$ cat config.mk
export PLATFORM = sky130hd
export DESIGN_NAME = overcurrent_guard
export DESIGN_NICKNAME = d
export VERILOG_FILES = /design/src/rtl/overcurrent_guard.sv
export SDC_FILE = /design/constraint.sdc
export NUM_CORES = 1
export LEC_CHECK = 0
export CAP_MARGIN = 20
export CORE_MARGIN = 2
export CORE_UTILIZATION = 45
export CTS_CLUSTER_DIAMETER = 80
export DETAILED_ROUTE_END_ITERATION = 10
export PLACE_DENSITY_LB_ADDON = 0.25
export SLEW_MARGIN = 5
export SYNTH_ARGS = -nofsm -noshare
export SYNTH_HDL_FRONTEND = slang
export SYNTH_SLANG_ARGS = --single-unit
$ cat constraint.sdc
create_clock -name clk -period 6.45 [get_ports clk]
set_clock_uncertainty 0.1 [all_clocks]
set_input_delay 0.9675 -clock clk [delete_from_list [all_inputs] [get_ports clk]]
set_output_delay 0.9675 -clock clk [all_outputs]
set_load 0.01 [all_outputs]
$ cat src/rtl/overcurrent_guard.sv
// Overcurrent guard: block-average and instantaneous-peak trip detection with
// timed motor hold-off after each trip and a latched lockout once the trip
// budget is spent. All outputs come straight from flops.
module overcurrent_guard #(
    parameter logic [15:0] AVG_THRESH     = 16'd1000,
    parameter logic [15:0] PEAK_THRESH    = 16'd2000,
    parameter int unsigned AVG_LOG2       = 3,
    parameter int unsigned HOLDOFF_CYCLES = 100_000_000,
    parameter int unsigned MAX_TRIPS      = 3
) (
    input  logic        clk,
    input  logic        reset,
    input  logic [15:0] current_value,
    input  logic        sample_valid,
    input  logic        clear,
    output logic        motor_enable,
    output logic        motor_reset,
    output logic [15:0] avg_value,
    output logic [1:0]  trip_count,
    output logic        fault_latched
);

    // Accumulator holds up to 2^AVG_LOG2 full-scale samples without overflow.
    localparam int unsigned       ACC_W     = 16 + AVG_LOG2;
    localparam int unsigned       HOLD_W    = $clog2(HOLDOFF_CYCLES);
    localparam logic [HOLD_W-1:0] HOLD_LAST = HOLD_W'(HOLDOFF_CYCLES - 32'd1);
    localparam logic [AVG_LOG2-1:0] CNT_LAST = {AVG_LOG2{1'b1}};
    localparam logic [1:0]        MAX_T     = 2'(MAX_TRIPS);

    typedef enum logic [1:0] {
        ST_RUN     = 2'd0,
        ST_HOLDOFF = 2'd1,
        ST_LOCKOUT = 2'd2
    } state_e;

    state_e              state_q, state_d;
    logic [ACC_W-1:0]    acc_q, acc_d;
    logic [AVG_LOG2-1:0] cnt_q, cnt_d;
    logic [HOLD_W-1:0]   hold_q, hold_d;
    logic [15:0]         avg_q, avg_d;
    logic                avg_chk_q, avg_chk_d;
    logic [1:0]          trip_cnt_q, trip_cnt_d;
    logic                motor_en_q, motor_en_d;
    logic                motor_rst_q, motor_rst_d;
    logic                fault_q, fault_d;

    logic [ACC_W-1:0]    sum_s;
    logic                peak_s;
    logic                avg_trip_s;
    logic                trip_s;

    // Next-state logic: window accumulation, trip detection, hold-off timing, lockout.
    always_comb begin
        state_d    = state_q;
        acc_d      = acc_q;
        cnt_d      = cnt_q;
        hold_d     = hold_q;
        avg_d      = avg_q;
        avg_chk_d  = 1'b0;
        // Clear is applied before any trip on the same edge.
        trip_cnt_d = clear ? 2'd0 : trip_cnt_q;

        sum_s      = acc_q + {{AVG_LOG2{1'b0}}, current_value};
        peak_s     = sample_valid && (current_value >= PEAK_THRESH);
        // Average comparison happens one edge after the average is loaded.
        avg_trip_s = avg_chk_q && (avg_q > AVG_THRESH);
        trip_s     = peak_s || avg_trip_s;

        case (state_q)
            ST_RUN: begin
                if (trip_s) begin
                    if (trip_cnt_d != MAX_T) begin
                        trip_cnt_d = trip_cnt_d + 2'd1;
                    end else begin
                        trip_cnt_d = MAX_T;
                    end
                    acc_d  = {ACC_W{1'b0}};
                    cnt_d  = {AVG_LOG2{1'b0}};
                    hold_d = {HOLD_W{1'b0}};
                    if (trip_cnt_d == MAX_T) begin
                        state_d = ST_LOCKOUT;
                    end else begin
                        state_d = ST_HOLDOFF;
                    end
                end else if (sample_valid) begin
                    if (cnt_q == CNT_LAST) begin
                        avg_d     = sum_s[ACC_W-1:AVG_LOG2];
                        acc_d     = {ACC_W{1'b0}};
                        cnt_d     = {AVG_LOG2{1'b0}};
                        avg_chk_d = 1'b1;
                    end else begin
                        acc_d = sum_s;
                        cnt_d = cnt_q + AVG_LOG2'(1'b1);
                    end
                end else begin
                    acc_d = acc_q;
                end
            end
            ST_HOLDOFF: begin
                // The entry edge counts as the first hold-off edge.
                if (hold_q == HOLD_LAST) begin
                    state_d = ST_RUN;
                    hold_d  = {HOLD_W{1'b0}};
                end else begin
                    hold_d = hold_q + HOLD_W'(1'b1);
                end
            end
            ST_LOCKOUT: begin
                if (clear) begin
                    state_d = ST_RUN;
                end else begin
                    state_d = ST_LOCKOUT;
                end
            end
            default: begin
                state_d = ST_RUN;
                acc_d   = {ACC_W{1'b0}};
                cnt_d   = {AVG_LOG2{1'b0}};
                hold_d  = {HOLD_W{1'b0}};
            end
        endcase

        motor_en_d  = (state_d == ST_RUN);
        motor_rst_d = (state_d != ST_RUN);
        fault_d     = (state_d == ST_LOCKOUT);
    end

    // State and output registers with asynchronous active-low reset.
    always_ff @(posedge clk or negedge reset) begin
        if (!reset) begin
            state_q     <= ST_RUN;
            acc_q       <= {ACC_W{1'b0}};
            cnt_q       <= {AVG_LOG2{1'b0}};
            hold_q      <= {HOLD_W{1'b0}};
            avg_q       <= 16'd0;
            avg_chk_q   <= 1'b0;
            trip_cnt_q  <= 2'd0;
            motor_en_q  <= 1'b1;
            motor_rst_q <= 1'b0;
            fault_q     <= 1'b0;
        end else begin
            state_q     <= state_d;
            acc_q       <= acc_d;
            cnt_q       <= cnt_d;
            hold_q      <= hold_d;
            avg_q       <= avg_d;
            avg_chk_q   <= avg_chk_d;
            trip_cnt_q  <= trip_cnt_d;
            motor_en_q  <= motor_en_d;
            motor_rst_q <= motor_rst_d;
            fault_q     <= fault_d;
        end
    end

    assign motor_enable  = motor_en_q;
    assign motor_reset   = motor_rst_q;
    assign avg_value     = avg_q;
    assign trip_count    = trip_cnt_q;
    assign fault_latched = fault_q;

endmodule

==> results by group, run 1 <==
Synth
  • Yosys cell types: 66
  • Synthesized Nets: 486
  • Synthesized instance count: 442
  • Ys async rst share: 1.00
  • Syn Std Cell Area: 4350 sq um
  • Top FF cell, synth: dfrtp_1
  • Register area share after synthesis: 0.420
  • Number of synthesized register bits: 73
  • Mapped Avg Cell Area: 9.85 sq um
  • Post-synth EDFFs: 0
  • Syn. warnings: 0

Cells and area
  • Reg area: 1830 sq um
  • Fin nets: 521
  • Multi-input gate area: 2370 sq um
  • Layout cells sized above 1: 0.0975
  • Antenna cell count: 0
  • Area grow syn2layout: 14.6%
  • FILL cells: 854

STA
  • Rel. slew slack: 0.329
  • Fin crit period: 4.00 ns
  • RSZ-0062 raised after global routing: false
  • Fmax: 250 MHz
  • Crit share post-route: 0.621
  • Setup Viol. Count Final: 0
  • Final Hold Viols: 0
  • Max-slew violations: 0
  • Setup TNS: 0 ns
  • Worst Tran Pin Value: 1.01 ns

Drt
  • Final antenna-violating net count: 0
  • Remaining DRCs: 0
  • Via count: 3596
  • Initial drt markers: 134
  • Pre-antenna DRT Iters: 4
  • WL final: 10000 um
  • Detailed-route wire length per cell: 16.4 um
  • DR vias/cell: 5.89

Clock network
  • Hold Buf Count CTS: 0
  • Clock net sink count: 73
  • Post-CTS Resized: 0
  • CTS tree: done
  • Latest clock arrival within the worst-skew pair: 0.35 ns
  • Root buffer cell: clkbuf_8
  • Clk buf depth: 2
  • Clock-pin slew on the worst setup and hold paths: 0.08 ns
  • H-tree depth: 3
  • Post-CTS Setup Bufs: 0
  • Cts bufs inserted: 9

Die
  • Cell row count: 35
  • Die Y: 102 um
  • Ports: 41
  • Die Wd: 102 um
  • Core box area: 9330 sq um
  • Die ar.: 10500 sq um
  • Initial Util: 0.467

Worst setup path
  • Crit path required time: 6.55 ns
  • R2R Path Start: avg_value[14]
  • FF-to-FF End: hold_q[18]
  • Crit-path max cell delay: 0.88 ns
  • Critical Path Slowest Stage Cell: or2_1
  • Setup slack, reg-to-reg: 2.93 ns
  • Crit path cell chain: clkdlybuf4s50_1 > nor4_1 > o211a_1 > o2111ai_1 > nand2b_1 > or2_1 > o31ai_1
  • CP Capture Type: flip-flop
  • Setup CP Type: input port to flip-flop
  • Critical path peak fanout: 29
  • Cells on worst reg2reg path: 6
  • CP Data Arrival Time: 4.10 ns
  • Startpoint Class: input port

Power
  • Lkg Pwr: 2.20 nW
  • Seq pwr share: 0.412
  • Clock Power Share: 0.260
  • Net Sw Frac: 0.377
  • Pwr dens: 248 nW/um^2
  • Switching pwr: 466 uW
  • Design internal power: 769 uW
  • Combinational share of power: 0.328
  • Maximum VDD drop: 0.138 mV
  • Total power: 1.24 mW

Global routing
  • Largest net degree at the start of global routing: 74
  • Grt total ovfl: 0
  • Vias in the first global route: 3576
  • Initial antenna violation count: 0
  • GR Util All Layers: 0.204
  • Global-route wire length before repair: 16900 um

Hold path
  • Worst hold endpoint: hold_q[26]
  • Worst min path class: flip-flop to flip-flop
  • Hold Path Cell Cnt: 1
  • Hold Path Origin: hold_q[26]

Flow run
  • Max-cap violation count: 0

Run status
  • Outcome: complete, no violations

Place
  • GP Congestion: 0.862
  • PortBufs: 40
  • Post-DP HPWL: 6960 um
## placed cells by master, fill, tap and decap left out, types with 13 or more instances in the layout
cell type        instances
o21ai_0                 43
ha_1                    23
nor2_1                  23
a21oi_1                 15
a31oi_1                 13
nand3_1                 27
a22o_1                  14
dfrtp_1                 72
o31ai_1                 21
nand2_1                 23
clkdlybuf4s50_1         39
## power by group through the flow
stage          combinational, mW  sequential, mW  clock (mW)
5_1_grt                    0.448           0.512       0.353
2_1_floorplan              0.311           0.520           0
6_report                   0.406           0.508       0.321
4_1_cts                    0.405           0.509       0.332
3_5_place_dp               0.403           0.518           0
3_3_place_gp               0.394           0.516           0
## through the flow
| step | cells | setup WS (ns) | hold WS [ns] | area [sq um] | util |
|---|---|---|---|---|---|
| floorplan | 442 | 3.44 | 0.337 | 4350 | - |
| detailed placement | 595 | 2.13 | 0.376 | 4820 | 0.517 |
| CTS | 611 | 2.48 | 0.386 | 4990 | 0.535 |
| global placement | 595 | 2.19 | 0.357 | 4820 | 0.517 |
| global route | 611 | 2.16 | 0.404 | 4990 | 0.535 |
| finish | 611 | 2.45 | 0.389 | 4990 | 0.535 |
## cells in the mapped netlist, types with 2 or more instances
cell        n  area share
nor2_1     23       0.020
a31oi_1    13       0.019
nor2b_1     7       0.010
or2_2       4      0.0057
o31ai_1    21       0.036
nor3_1      5      0.0057
a211o_1     3      0.0060
xor2_1      3      0.0060
or4_4       2      0.0052
buf_6       4       0.010
mux2_2     10       0.026
buf_2       2      0.0023
xnor2_1    12       0.024
a21o_1      6       0.010
o41ai_1     3      0.0060
o211ai_1    5      0.0086
and3_1      8       0.012
a22o_1     14       0.028
buf_4       2      0.0034
nand2b_1    4      0.0057
a211oi_1    5      0.0086
nand2_1    23       0.020
a21boi_0    2      0.0034
a21oi_1    15       0.017
o2111ai_1   2      0.0040
clkbuf_1   10      0.0086
and4_1      2      0.0040
nand3_1    27       0.031
o21bai_1    3      0.0052
nand4_1     7       0.010
or3_1       3      0.0043
dfrtp_1    72        0.41
nor4_1      6      0.0086
o21ai_1     4      0.0046
o21a_1      3      0.0052
inv_1      11      0.0095
ha_1       23       0.066
o21ai_0    43       0.049
a31o_2      3      0.0060
## how the worst max path moves through the flow
stage / from / slack, ns / to
final: current_value[15] / 2.45 / hold_q[18]
after global routing: current_value[15] / 2.16 / hold_q[18]
after CTS: current_value[15] / 2.48 / hold_q[18]
after detailed placement: current_value[15] / 2.13 / hold_q[18]
after global placement: current_value[15] / 2.19 / hold_q[20]
after floorplan: current_value[0] / 3.44 / acc_q[16]
## cell type report
cell class                 instances  area share
multi-input combinational        338       0.474
inverter                          12     0.00903
sequential                        73       0.366
clock buffer                       9      0.0248
clock inverter                     7     0.00928
tap                              129      0.0324
timing repair buffer              43      0.0838
## flip-flops by register name, summed over array words and instances, names as in the netlist
name	count
motor_enable	1
avg_value	16
cnt_q	3
motor_reset	1
fault_latched	1
acc_q	19
hold_q	27
state_q	2
avg_chk_q	1
trip_count	2
## critical path, delay by kind of cell
kind | cells | cell delay, ns
AND/OR/NAND/NOR | 3 | 2.06
AO/OA/AOI/OAI | 3 | 0.65
buffers and inverters | 1 | 0.43
## layer usage
layer | routed length (um) | track usage | up-vias
met5 | 0 | 0 | -
met2 | 4840 | 0.340 | 72
met3 | 289 | 0.0342 | 20
met1 | 4670 | 0.269 | 1740
met4 | 230 | 0.0728 | 0
li1 | - | - | 1764
## logic make-up (layout without fill, tap and decap cells)
logic type | Yosys count | in the layout | synth area share
and+or+nand+nor | 130 | 130 | 0.159
buffers and inverters | 31 | 71 | 0.0362
muxes | 11 | 11 | 0.0293
DFF | 73 | 73 | 0.420
AOI/OAI and AO/OA | 158 | 158 | 0.254
xor gates and xnor gates | 15 | 15 | 0.0302
adders and majority gates | 24 | 24 | 0.0707
Note: power is estimated with default switching activity, not from simulation.
==> run 2, diff against run 1 <==
- clock period: 6.45 -> 4 ns (I/O delays scaled with it)
==> run 2 against run 1 <==
Routed wire length hardly changed; core utilization is 0.35 points higher; first-iteration DRC count grew 16%; clock-buffer cell count increased by 2; sequential share of layout area is 0.24 points lower; non-clock buffer count increased by 4; flip-flop and latch count is the same; critical path depth up 2; combinational power is 65% higher; clock power grew 61%; total power is 63% higher; final cell count is 0.65% higher; highest routed layer unchanged.
==> results by group, run 2 (synthesized netlist as in run 1, its figures left out) <==
STA
  • Max-slew violations: 0
  • Final Hold Viols: 0
  • Fmax: 330 MHz
  • Worst Tran Pin Value: 0.859 ns
  • Setup TNS: 0 ns
  • Worst hold margin: 0.144 ns
  • Setup Viol. Count Final: 0
  • Crit share post-route: 0.757
  • Fin crit period: 3.03 ns
  • RSZ-0062 raised after global routing: false
  • Rel. slew slack: 0.427

Global routing
  • GR Util All Layers: 0.202
  • Initial antenna violation count: 0
  • Largest net degree at the start of global routing: 31
  • Vias in the first global route: 3517
  • Global-route wire length before repair: 16700 um
  • Grt total ovfl: 0

Drt
  • Via count: 3631
  • Remaining DRCs: 0
  • DR vias/cell: 5.90
  • Detailed-route wire length per cell: 16.3 um
  • WL final: 10000 um
  • Pre-antenna DRT Iters: 4
  • Initial drt markers: 156
  • Final antenna-violating net count: 0

Worst setup path
  • Crit path required time: 4.12 ns
  • Setup slack, reg-to-reg: 1.09 ns
  • FF-to-FF End: hold_q[14]
  • Startpoint Class: input port
  • Crit path to: avg_value[15]
  • Cells on worst reg2reg path: 8
  • CP Launch Point: current_value[0]
  • Critical path peak fanout: 7
  • CP Capture Type: flip-flop
  • Setup CP Type: input port to flip-flop
  • R2R Path Start: hold_q[0]
  • CP Data Arrival Time: 3.15 ns

Place
  • GP Congestion: 0.864
  • Post-DP HPWL: 7410 um
  • PortBufs: 40

Cells and area
  • Most frequent cells in the layout: dfrtp_1 (72), o21ai_0 (43), clkdlybuf4s50_1 (39)
  • Most flops, register: hold_q
  • Layout cells sized above 1: 0.103
  • FILL cells: 844
  • Number of flip-flops in the largest register: 27
  • Antenna cell count: 0
  • Fin nets: 525
  • Area grow syn2layout: 15.4%
  • Most common cell after layout, fill and taps aside: dfrtp_1

Die
  • Core box area: 9330 sq um
  • Ports: 41
  • Die Y: 102 um
  • Die ar.: 10500 sq um
  • Cell row count: 35
  • Die Wd: 102 um
  • Initial Util: 0.467

Clock network
  • Root buffer cell: clkbuf_8
  • Latest clock arrival within the worst-skew pair: 0.35 ns
  • H-tree depth: 3
  • Clock net sink count: 73
  • Clk buf depth: 2
  • CTS tree: done
  • Cts bufs inserted: 9
  • Clock-pin slew on the worst setup and hold paths: 0.08 ns
  • Post-CTS Setup Bufs: 0
  • Post-CTS Resized: 0
  • Hold Buf Count CTS: 0

Power
  • Lkg Pwr: 2.23 nW
  • Maximum VDD drop: 0.238 mV
  • Pwr dens: 400 nW/um^2
  • Total power: 2.01 mW

Hold path
  • Worst min path class: input port to asynchronous set/reset pin

Run status
  • Outcome: complete, no violations

Flow run
  • Max-cap violation count: 0
[run 2: cell types whose count changed in the layout (fill, tap and decap cells not counted), sizes merged]
cell      previous run  this run
buf                  4         8
clkbuf               9        11
clkinv               4         5
clkinvlp             3         1
inv                 12        11
[run 2: final cells by class]
class	count	area (sq um)	area share
repair buffers	47	448	0.0892
multi-input cells	338	2370	0.471
clock inverters	5	31.3	0.00623
flip-flops and latches	73	1830	0.364
inverters	12	45.0	0.00897
well taps	129	161	0.0321
clock buffers	11	141	0.0282
[run 2: worst min path at each step]
stage | depth (start not counted) | startpoint | endpoint | slack, ns
global placement | 1 | hold_q[16] | hold_q[16] | 0.36
global route | 1 | reset | motor_reset | 0.19
finish | 1 | reset | hold_q[2] | 0.14
floorplan | 0 | reset | acc_q[0] | 0.20
CTS | 1 | reset | hold_q[14] | 0.15
detailed placement | 1 | hold_q[16] | hold_q[16] | 0.37
[run 2: per-stage QoR]
stage | worst slack, ns | util | cell area (sq um) | std cells
global route | 0.781 | 0.538 | 5020 | 615
floorplan | 1.35 | - | 4350 | 442
finish | 0.973 | 0.538 | 5020 | 615
CTS | 0.995 | 0.538 | 5020 | 615
global placement | 0.723 | 0.520 | 4850 | 599
detailed placement | 0.690 | 0.520 | 4850 | 599
[run 2: routing by layer]
| layer | GRT usage | vias to the layer above | part of all wire |
|---|---|---|---|
| met4 | 0.0841 | 0 | 0.023 |
| met3 | 0.0349 | 18 | 0.030 |
| met5 | 0 | - | 0 |
| met1 | 0.259 | 1774 | 0.47 |
| met2 | 0.340 | 65 | 0.48 |
| li1 | - | 1774 | - |
[run 2: report_power, final]
part	switching (mW)	leakage (nW)	total [mW]	internal, mW
Combinational	0.422	1.13	0.669	0.247
Clock	0.278	0.0891	0.518	0.240
Sequential	0.0344	1.01	0.821	0.786
[run 2: critical path, cell delays in order]
cell             delay [ns]
clkdlybuf4s50_1        0.46
ha_1                   0.21
fa_1                   0.24
a211oi_1               0.09
o21bai_1               0.26
o21ai_0                0.20
o41ai_2                0.75
a31o_2                 0.26
a31oi_1                0.07
